`src/rtl/booth_multiplier_if.sv`:
```
// Bus between the control unit and the sequential Booth multiplier.
//
// Handshake: the master raises start for one clock edge with both operands
// valid on that same edge; the slave captures them, raises busy and ignores
// the operand lines until it finishes. On completion the slave drops busy and
// raises done for exactly one cycle; Hi/Lo are valid from that edge and hold
// until the next start or reset. A new start is accepted at any time and
// abandons the operation in flight without a done pulse.
interface booth_multiplier_if #(
   parameter int WIDTH = 32
);
   logic             start;
   logic [WIDTH-1:0] multiplicando;
   logic [WIDTH-1:0] multiplicador;
   logic             busy;
   logic             done;
   logic [WIDTH-1:0] Hi;
   logic [WIDTH-1:0] Lo;
   logic             state_dbg;   // 1 while the FSM is in RUN

   modport master (
      output start, multiplicando, multiplicador,
      input  busy, done, Hi, Lo, state_dbg
   );

   modport slave (
      input  start, multiplicando, multiplicador,
      output busy, done, Hi, Lo, state_dbg
   );
endinterface

```
`src/rtl/booth_multiplier.sv`:
```
// Sequential signed WIDTH x WIDTH -> 2*WIDTH multiplier, radix-2 Booth.
// One add/subtract plus arithmetic shift per cycle; the result lands in
// Hi/Lo WIDTH edges after the start edge, with a one-cycle done pulse.
module booth_multiplier #(
   parameter int WIDTH = 32
) (
   input logic                clk,
   input logic                reset,
   booth_multiplier_if.slave  bus
);

   localparam int CW = $clog2(WIDTH) + 1;

   typedef enum logic {IDLE = 1'b0, RUN = 1'b1} state_t;

   state_t state, state_next;

   // Accumulator and multiplicand carry one extra bit so that
   // M = -2^(WIDTH-1) can be negated without overflow.
   logic [WIDTH:0]   a_reg;
   logic [WIDTH:0]   mx;
   logic [WIDTH-1:0] q_reg;
   logic             q_1;
   logic [CW-1:0]    counter;

   logic [WIDTH:0]   sum;
   logic [WIDTH:0]   a_shift;
   logic [WIDTH-1:0] q_shift;
   logic             last;

   // State register
   always_ff @(posedge clk or posedge reset) begin
      if (reset) state <= IDLE;
      else       state <= state_next;
   end

   // Next state: start always wins; RUN falls back to IDLE on the final iteration
   always_comb begin
      state_next = state;
      if (bus.start)
         state_next = RUN;
      else if (last)
         state_next = IDLE;
   end

   // Booth step: add/subtract by the recoded pair, then arithmetic shift of {A,Q,Q_1}
   always_comb begin
      sum = a_reg;
      case ({q_reg[0], q_1})
         2'b01:   sum = a_reg + mx;
         2'b10:   sum = a_reg - mx;
         default: sum = a_reg;
      endcase
      a_shift = {sum[WIDTH], sum[WIDTH:1]};
      q_shift = {sum[0], q_reg[WIDTH-1:1]};
      last    = (state == RUN) && (counter == CW'(1));
   end

   assign bus.state_dbg = (state == RUN);

   // Datapath and result registers
   always_ff @(posedge clk or posedge reset) begin
      if (reset) begin
         a_reg    <= '0;
         mx       <= '0;
         q_reg    <= '0;
         q_1      <= 1'b0;
         counter  <= '0;
         bus.Hi   <= '0;
         bus.Lo   <= '0;
         bus.busy <= 1'b0;
         bus.done <= 1'b0;
      end else if (bus.start) begin
         a_reg    <= '0;
         mx       <= {bus.multiplicando[WIDTH-1], bus.multiplicando};
         q_reg    <= bus.multiplicador;
         q_1      <= 1'b0;
         counter  <= CW'(WIDTH);
         bus.Hi   <= '0;
         bus.Lo   <= '0;
         bus.busy <= 1'b1;
         bus.done <= 1'b0;
      end else begin
         bus.done <= 1'b0;
         if (state == RUN) begin
            a_reg   <= a_shift;
            q_reg   <= q_shift;
            q_1     <= q_reg[0];
            counter <= counter - CW'(1);
            if (last) begin
               bus.Hi   <= a_shift[WIDTH-1:0];
               bus.Lo   <= q_shift;
               bus.busy <= 1'b0;
               bus.done <= 1'b1;
            end
         end
      end
   end

endmodule
```
`src/flat_wrapper.sv`:
```
// flat-port wrapper written by rule: the top's interface ports become plain ports
module booth_multiplier_flat 
#(
   parameter int WIDTH = 32
)
  (clk, reset, bus_start, bus_multiplicando, bus_multiplicador, bus_busy, bus_done, bus_Hi, bus_Lo, bus_state_dbg);
  booth_multiplier_if #(.WIDTH(WIDTH)) bus_i ();
  input logic clk;
  input logic reset;
  input wire logic [$bits(bus_i.start)-1:0] bus_start;
  input wire logic [$bits(bus_i.multiplicando)-1:0] bus_multiplicando;
  input wire logic [$bits(bus_i.multiplicador)-1:0] bus_multiplicador;
  output wire logic [$bits(bus_i.busy)-1:0] bus_busy;
  output wire logic [$bits(bus_i.done)-1:0] bus_done;
  output wire logic [$bits(bus_i.Hi)-1:0] bus_Hi;
  output wire logic [$bits(bus_i.Lo)-1:0] bus_Lo;
  output wire logic [$bits(bus_i.state_dbg)-1:0] bus_state_dbg;
  assign bus_i.start = bus_start;
  assign bus_i.multiplicando = bus_multiplicando;
  assign bus_i.multiplicador = bus_multiplicador;
  assign bus_busy = bus_i.busy;
  assign bus_done = bus_i.done;
  assign bus_Hi = bus_i.Hi;
  assign bus_Lo = bus_i.Lo;
  assign bus_state_dbg = bus_i.state_dbg;
  booth_multiplier #(.WIDTH(WIDTH)) u_core (.clk(clk), .reset(reset), .bus(bus_i));
endmodule
```
`config.mk`:
```
export PLATFORM = sky130hd
export DESIGN_NAME = booth_multiplier_flat
export DESIGN_NICKNAME = d
export VERILOG_FILES = /design/src/rtl/booth_multiplier_if.sv /design/src/rtl/booth_multiplier.sv /design/src/flat_wrapper.sv
export SDC_FILE = /design/constraint.sdc
export NUM_CORES = 1
export LEC_CHECK = 0
export BUFFER_PORTS_ARGS = -buffer_cell sky130_fd_sc_hd__buf_4
export CAP_MARGIN = 20
export CORE_MARGIN = 1.5
export CORE_UTILIZATION = 34
export CTS_CLUSTER_DIAMETER = 150
export CTS_CLUSTER_SIZE = 25
export DETAILED_ROUTE_END_ITERATION = 7
export PLACE_DENSITY = 0.51
export SETUP_SLACK_MARGIN = 0.2
export SYNTH_ARGS = -nofsm -noshare
export SYNTH_HDL_FRONTEND = slang
export SYNTH_SLANG_ARGS = --single-unit
```
`constraint.sdc`:
```
create_clock -name clk -period 7.3 [get_ports clk]
set_input_delay 0.73 -clock clk [delete_from_list [all_inputs] [get_ports clk]]
set_output_delay 0.73 -clock clk [all_outputs]
set_load 0.02 [all_outputs]
```
After elaboration in Yosys (flattened, before gate mapping)
Index checks and enable logic that the tools add are counted.
- output and inout bits: 67
- input port bits: 67
- logic and storage cells: 42
- register bits: 171
- reduce and logical (&&, ||, !) cells: 4
- equality and inequality tests: 3
- muxes and demuxes: 22
- add/subtract/negate cells: 3
- operator list (operator ; count):
    32-bit two-way mux ; 8
    33-bit two-way mux ; 2
    33-bit one-hot mux with 2 select lines ; 1
    33-bit adder ; 1
    33-bit subtractor ; 1
    6-bit two-way mux ; 2
    1-bit two-way mux ; 9
    6-bit by 1-bit equality test with 1-bit output (second input constant) ; 1
    6-bit by 1-bit subtractor with 6-bit output (second input constant) ; 1
    2-bit nonzero test ; 2
    2-bit by 1-bit equality test with 1-bit output (second input constant) ; 1
    2-bit equality test (second input constant) ; 1
    2-bit AND reduction ; 1
    1-bit logical AND ; 1

Depth between registers and ports, before layout
Gate-level depths: netlist (run 1).
- word-level depth: 5
- gate-level depth with buffers: 19
- mapped depth without buffers: 18

Least setup slack after synthesis (run 1)
OpenSTA, ideal clock, no wires.
- kind: reg-to-reg
- from: reg u_core.mx[4]
- to: reg u_core.a_reg[31]
- required time: 7175 ps
- path slack: 3443 ps
- data arrival time: 3732 ps
- setup time: 125 ps
- cell stages (with the launch flop): 19
- path buffers: 1
- clock period less this slack: 3857 ps
- cells stage by stage: dfrtp_1 nor3_1 nand2_1 or4_1 nor2b_2 nand2_1 nor2_1 a21oi_1 xnor2_1 ha_1 clkbuf_2 a21oi_1 o21ai_0 o31ai_1 a31oi_4 o221ai_2 xor2_1 nand2b_1 mux2_4
- cells in the longest elaborated chain, start to end: 4
- elaborated cells on any way between the ends: 5
- classes of those cells: 2 x add/sub; 3 x mux
- RTL lines (item ; RTL line ; text):
    start: declaration ; booth_multiplier.sv:21 ; logic [WIDTH:0] mx;
    start signal: assignment ; booth_multiplier.sv:75 ; mx <= {bus.multiplicando[WIDTH-1], bus.multiplicando};
    33-bit subtractor or 33-bit adder (tied branches) ; booth_multiplier.sv:51, booth_multiplier.sv:50 ;
    33-bit one-hot mux with 2 select lines * ; booth_multiplier.sv:49 ; case ({q_reg[0], q_1})
    33-bit two-way mux * ; booth_multiplier.sv:85 ; if (state == RUN) begin
    33-bit two-way mux * ; booth_multiplier.sv:73 ; end else if (bus.start) begin
    end signal: assignment ; booth_multiplier.sv:86 ; a_reg <= a_shift;
    end: declaration ; booth_multiplier.sv:20 ; logic [WIDTH:0] a_reg;
Mark *: on every way between the ends. The rest lies on a longest branch, timed or not. The select of a mux whose other input is x is not followed.
A chain may end at the register's enable or synchronous reset.

Final worst setup path (run 1)
- from: reg u_core.mx[0]
- to: reg u_core.a_reg[30]
The elaborated chain is that of the path after synthesis.

==> results.txt, run 1 <==
status = finished, final reports clean
RSZ-0062 raised after global routing = false
htree depth = 4
hold slack final = 0.466 ns
die area = 29900 sq um
nets@finish = 1267
crit start category = flop
initial antenna violation count = 0
ant diodes = 0
CP required = 7.57 ns
Cell Chain, Critical Path = inv_1 -> ha_1 -> nand2_1 -> nor4b_2 -> nand2_1 -> nor3_2 -> nor3b_2 -> nor2_1 -> xnor2_1 -> ha_1 -> o21ai_0 -> a21oi_1 -> o21ai_0 -> a211o_1 -> or4b_1 -> o211ai_2 -> o32ai_1
Tmin final = 4.37 ns
Final Hold Vio Count = 0
Hold Path Class = in -> async
Yosys cell types = 73
Initial DRC Count = 457
clock skew = 0.0166 ns
clock tree sinks = 170
GR Util met3 = 2.48%
most frequent cells in the layout = dfrtp_1 (169), nand2_1 (160), buf_4 (141), a21oi_1 (101), nor2_1 (90)
Total Wirelength = 26.1 mm
CORE AREA = 28100 sq um
gr usage total = 18.0%
Final TNS setup = 0 ns
total power = 3700 uW
drt pass-1 iters = 4
met2 Use GR = 28.7%
die height = 173 um
Max Root-Sink Buffers = 2
Bufs and invs on worst path = 1
sequential area share after synthesis = 43.4%
dpl hpwl = 17.6 mm
Slew Viols, Final = 0
Worst-path clk slew = 0.07 ns
ANT nets after route = 0
Synth Flop Type = dfrtp_1
Slew HR = 36.4%
slowest stage cell, crit path = nor4b_2
FF-to-FF setup slack = 2.93 ns
Routed WL per cell = 16.8 um
fill count = 2887
Mapped Avg Cell Area = 9.17 sq um
final core occ = 41.7%
Rows = 61
Layout area overhead = 19.4%
vias = 7889
post-cts sizing count = 0
Critical Path AT = 4.64 ns
share of layout cells above drive strength 1 = 20.5%
die width = 173 um
fin worst setup slack = 2.93 ns
worst skew pair latency = 0.43 ns
worst-margin pin slew = 0.954 ns
CTS hold repair buffers = 0
fmax = 229 MHz
commonest non-fill, non-tap cell in the layout = dfrtp_1
Syn Inst Count = 1069
worst-path maximum fanout = 7
TritonCTS clock tree = built
critical path type = reg -> reg
routed vias/inst = 5.08
first-pass GRT wire length = 43.4 mm
ys async rst share = 100%
dpl ws = 2.90 ns
Post-Syn Area = 9800 sq um
root buffer cell = clkbuf_16
Max stage delay on crit path = 0.53 ns
largest net degree at the start of global routing = 98
Post-synth EDFFs = 0
postcts setup bufs = 0
synthesized net count = 1173
Critical Path End Type = flop
gr busiest metal = met2
Worst path top cell family by delay = simple AND/OR/NAND/NOR gates
Synth Warn # = 0
Routability Congestion = 0.839
CTS buffer count = 17
PwrDens = 316 nW/um^2
maximum vdd drop = 0.142 mV
Final setup viols = 0
Final period util = 59.9%
grt ovf = 0
I/O Pins = 134
Post-route DRC = 0
vias in the first global route = 7946
initial core utilization = 34.9%
I/O Buffers = 133
Leak = 0.00537 uW
Global Route met1 Usage = 25.9%
Synth Register Bits = 170
Max Cap Violations = 0
[worst register-to-register path, stage by stage, from the launching register on]
cell and delay, ns:
dfrtp_1 0.41, inv_1 0.08, ha_1 0.20, nand2_1 0.10
nor4b_2 0.53, nand2_1 0.19, nor3_2 0.26, nor3b_2 0.36
nor2_1 0.09, xnor2_1 0.14, ha_1 0.41, o21ai_0 0.14
a21oi_1 0.15, o21ai_0 0.12, a211o_1 0.34, or4b_1 0.49
o211ai_2 0.09, o32ai_1 0.11
[final timing paths]
check	endpoint	depth (start not counted)	startpoint
worst min-delay path	u_core.bus.Lo[0]	2	reset
worst max-delay path	u_core.a_reg[30]	17	u_core.mx[0]
worst max register to register	u_core.a_reg[30]	17	u_core.mx[0]
min in group clk	u_core.bus.busy	2	u_core.bus.busy
max in group asynchronous	u_core.bus.Hi[30]	3	reset
worst min register to register	u_core.bus.busy	2	u_core.bus.busy
[metrics by stage]
step | instance area, sq um | instances
floorplan | 9800 | 1069
global placement | 11100 | 1522
detailed placement | 11100 | 1522
CTS | 11700 | 1554
global route | 11700 | 1554
finish | 11700 | 1554
[logic make-up after synthesis]
family                     share of synthesized area (%)
muxes                                               8.18
xor gates and xnor gates                            4.91
buffers and inverters                               3.62
and+or+nand+nor                                     15.5
adders and majority gates                           4.80
AOI/OAI and AO/OA                                   19.5
DFF                                                 43.4
[layer usage]
metal / vias up / routed length, um
li1: 3962 / -
met1: 3762 / 13300
met2: 147 / 11900
met3: 18 / 707
met4: 0 / 229
met5: - / 0
[power by group]
part,internal (uW),switching [uW]
clock,520,440
sequential,1080,145
combinational,622,891
total,2230,1480
[layout make-up]
type	instances	area, sq um	area share [%]
multi-input combinational	807	5190	44.4
sequential	170	4260	36.4
timing repair buffer	142	1070	9.14
tap	378	473	4.04
clock buffer	17	425	3.63
clock inverter	15	184	1.57
inverter	25	98.8	0.845
[cell usage after synthesis, types with 7 or more instances]
master    number  share of area, %
nand3_1       20               1.0
nand2b_1       9              0.57
o21ai_0       82               4.2
ha_1          36               4.6
a21o_1        10              0.77
clkbuf_1      48               1.8
nand2_1      160               6.1
xor2_1         7              0.63
dfrtp_1      170                43
xnor2_1       48               4.3
mux2i_1       46               4.7
inv_1         24              0.92
a21oi_1      101               5.2
a31oi_1        8              0.51
mux2_2        28               3.2
nor2_1        90               3.4
a211oi_1      25               1.9
buf_1         16              0.61
nor3_1        18              0.92
Note: power is estimated with default switching activity, not from simulation.
==> run 2: changes to the inputs <==
Settings changed: PLACE_DENSITY 0.51 to 0.53.
Clock period 7.3 ns to 3.83 ns, I/O delays scaled along.
==> results.txt, run 2 (synthesis results as in run 1) <==
Final Non-Filler Cells = 1658
routed vias/inst = 5.12
largest net degree at the start of global routing = 102
CTS hold repair buffers = 0
worst skew pair latency = 0.44 ns
register area = 4260 sq um
ANT nets after route = 0
die height = 173 um
clock skew = 0.0143 ns
Design Area, Final = 13200 sq um
initial core utilization = 34.9%
violated checks = negative setup slack
area of the multi-input gates = 5870 sq um
Slew Viols, Final = 0
TritonCTS clock tree = built
drt pass-1 iters = 5
Final setup viols = 6
gr usage total = 18.6%
Routability Congestion = 0.891
PwrDens = 626 nW/um^2
I/O Pins = 134
share of layout cells above drive strength 1 = 35.6%
Worst path top cell family by delay = simple AND/OR/NAND/NOR gates
htree depth = 4
root buffer cell = clkbuf_16
Max Root-Sink Buffers = 2
Max stage delay on crit path = 0.51 ns
Critical Path End Type = flop
Final Hold Vio Count = 0
Slew HR = 33.4%
Inst Count DP = 1594
Post-route DRC = 0
CORE AREA = 28100 sq um
fin worst setup slack = -0.0562 ns
first-pass GRT wire length = 44.9 mm
Bufs and invs on worst path = 2
commonest non-fill, non-tap cell in the layout = buf_4
RSZ-0062 raised after global routing = true
Final period util = 101%
dpl hpwl = 19.1 mm
vias in the first global route = 8379
initial antenna violation count = 0
critical path type = reg -> reg
die width = 173 um
Tmin final = 3.89 ns
CTS buffer count = 17
Critical Path AT = 4.15 ns
die area = 29900 sq um
grt ovf = 0
most frequent cells in the layout = buf_4 (230), dfrtp_1 (168), nand2_1 (149), nor2_1 (80), a21oi_1 (77)
maximum vdd drop = 0.251 mV
Initial DRC Count = 456
fmax = 257 MHz
nets@finish = 1371
placed instance area = 11700 sq um
ant diodes = 0
Routed WL per cell = 16.8 um
Leak = 0.00606 uW
clock tree sinks = 170
I/O Buffers = 133
Rows = 61
Worst-path clk slew = 0.07 ns
slowest stage cell, crit path = or4b_1
Max Cap Violations = 0
CP required = 4.10 ns
worst-margin pin slew = 1.00 ns
crit start category = flop
fill count = 2748
status = finished with violations
vias = 8482
Layout area overhead = 34.6%
Hold Path Class = in -> async
Cell Chain, Critical Path = nor3_4 -> nand2_2 -> or4_4 -> nor2b_4 -> nand2_4 -> nor2_1 -> nor2_1 -> xnor2_1 -> ha_1 -> and3_4 -> buf_4 -> nand2_1 -> nor3_2 -> a21oi_2 -> buf_4 -> or4b_1 -> o211ai_2 -> o32ai_2
Total Wirelength = 27.9 mm
worst-path maximum fanout = 4
-- run 2: cell types whose count changed in the layout (fill, tap and decap cells not counted), sizes merged --
cell | before | now
buf | 142 | 246
clkinv | 4 | 8
bufinv | 2 | 0
clkinvlp | 3 | 2
inv | 31 | 30
-- run 2: per-layer routing --
metal,track usage (%),routed length (um)
met1,26.6,13700
met3,2.55,1050
met4,5.33,421
met5,0,0
met2,29.4,12800
-- run 2: path summary, 6_finish.rpt --
check / from / to / slack [ns] / depth (start not counted)
hold / removal: reset / u_core.q_reg[2] / 0.07 / 2
setup reg to reg: u_core.mx[4] / u_core.a_reg[30] / -0.06 / 18
min in group clk: bus_multiplicador[20] / u_core.q_reg[20] / 0.15 / 3
setup / recovery: u_core.mx[4] / u_core.a_reg[30] / -0.06 / 18
max in group asynchronous: reset / u_core.bus.Hi[22] / 2.80 / 3
hold reg to reg: u_core.bus.busy / u_core.bus.busy / 0.50 / 2
-- run 2: final cells by class --
| type | count | area share [%] |
|---|---|---|
| multi-input cells | 807 | 44.5 |
| flip-flops and latches | 170 | 32.3 |
| repair buffers | 246 | 14.5 |
| well taps | 378 | 3.58 |
| clock buffers | 17 | 3.22 |
| clock inverters | 15 | 1.17 |
| inverters | 25 | 0.739 |
-- run 2: repair_timing --
action / 4_1_cts / 5_1_grt
gates resized for setup: 43 / 118
buffers inserted: 13 / 19
pin swaps: 21 / 77
gates cloned: 0 / 0
endpoints found under the setup margin: 29 / 40
-- run 2: stage by stage --
stage	setup TNS, ns	hold slack (ns)	setup WS, ns	total power, uW	utilization (%)
floorplan	0	0.486	0.169	4580	-
CTS	0	0.0812	0.0153	7690	44.6
global route	-3.32	0.122	-0.234	8800	47.0
detailed placement	-0.838	0.475	-0.149	5670	41.6
finish	-0.150	0.0700	-0.0562	8270	47.0
global placement	-0.129	0.470	-0.0388	5640	41.6
-- run 2: power by group --
group | switching, uW | internal (uW) | total (uW)
logic | 2210 | 1980 | 4180
clock network | 879 | 871 | 1750
registers | 269 | 2060 | 2330
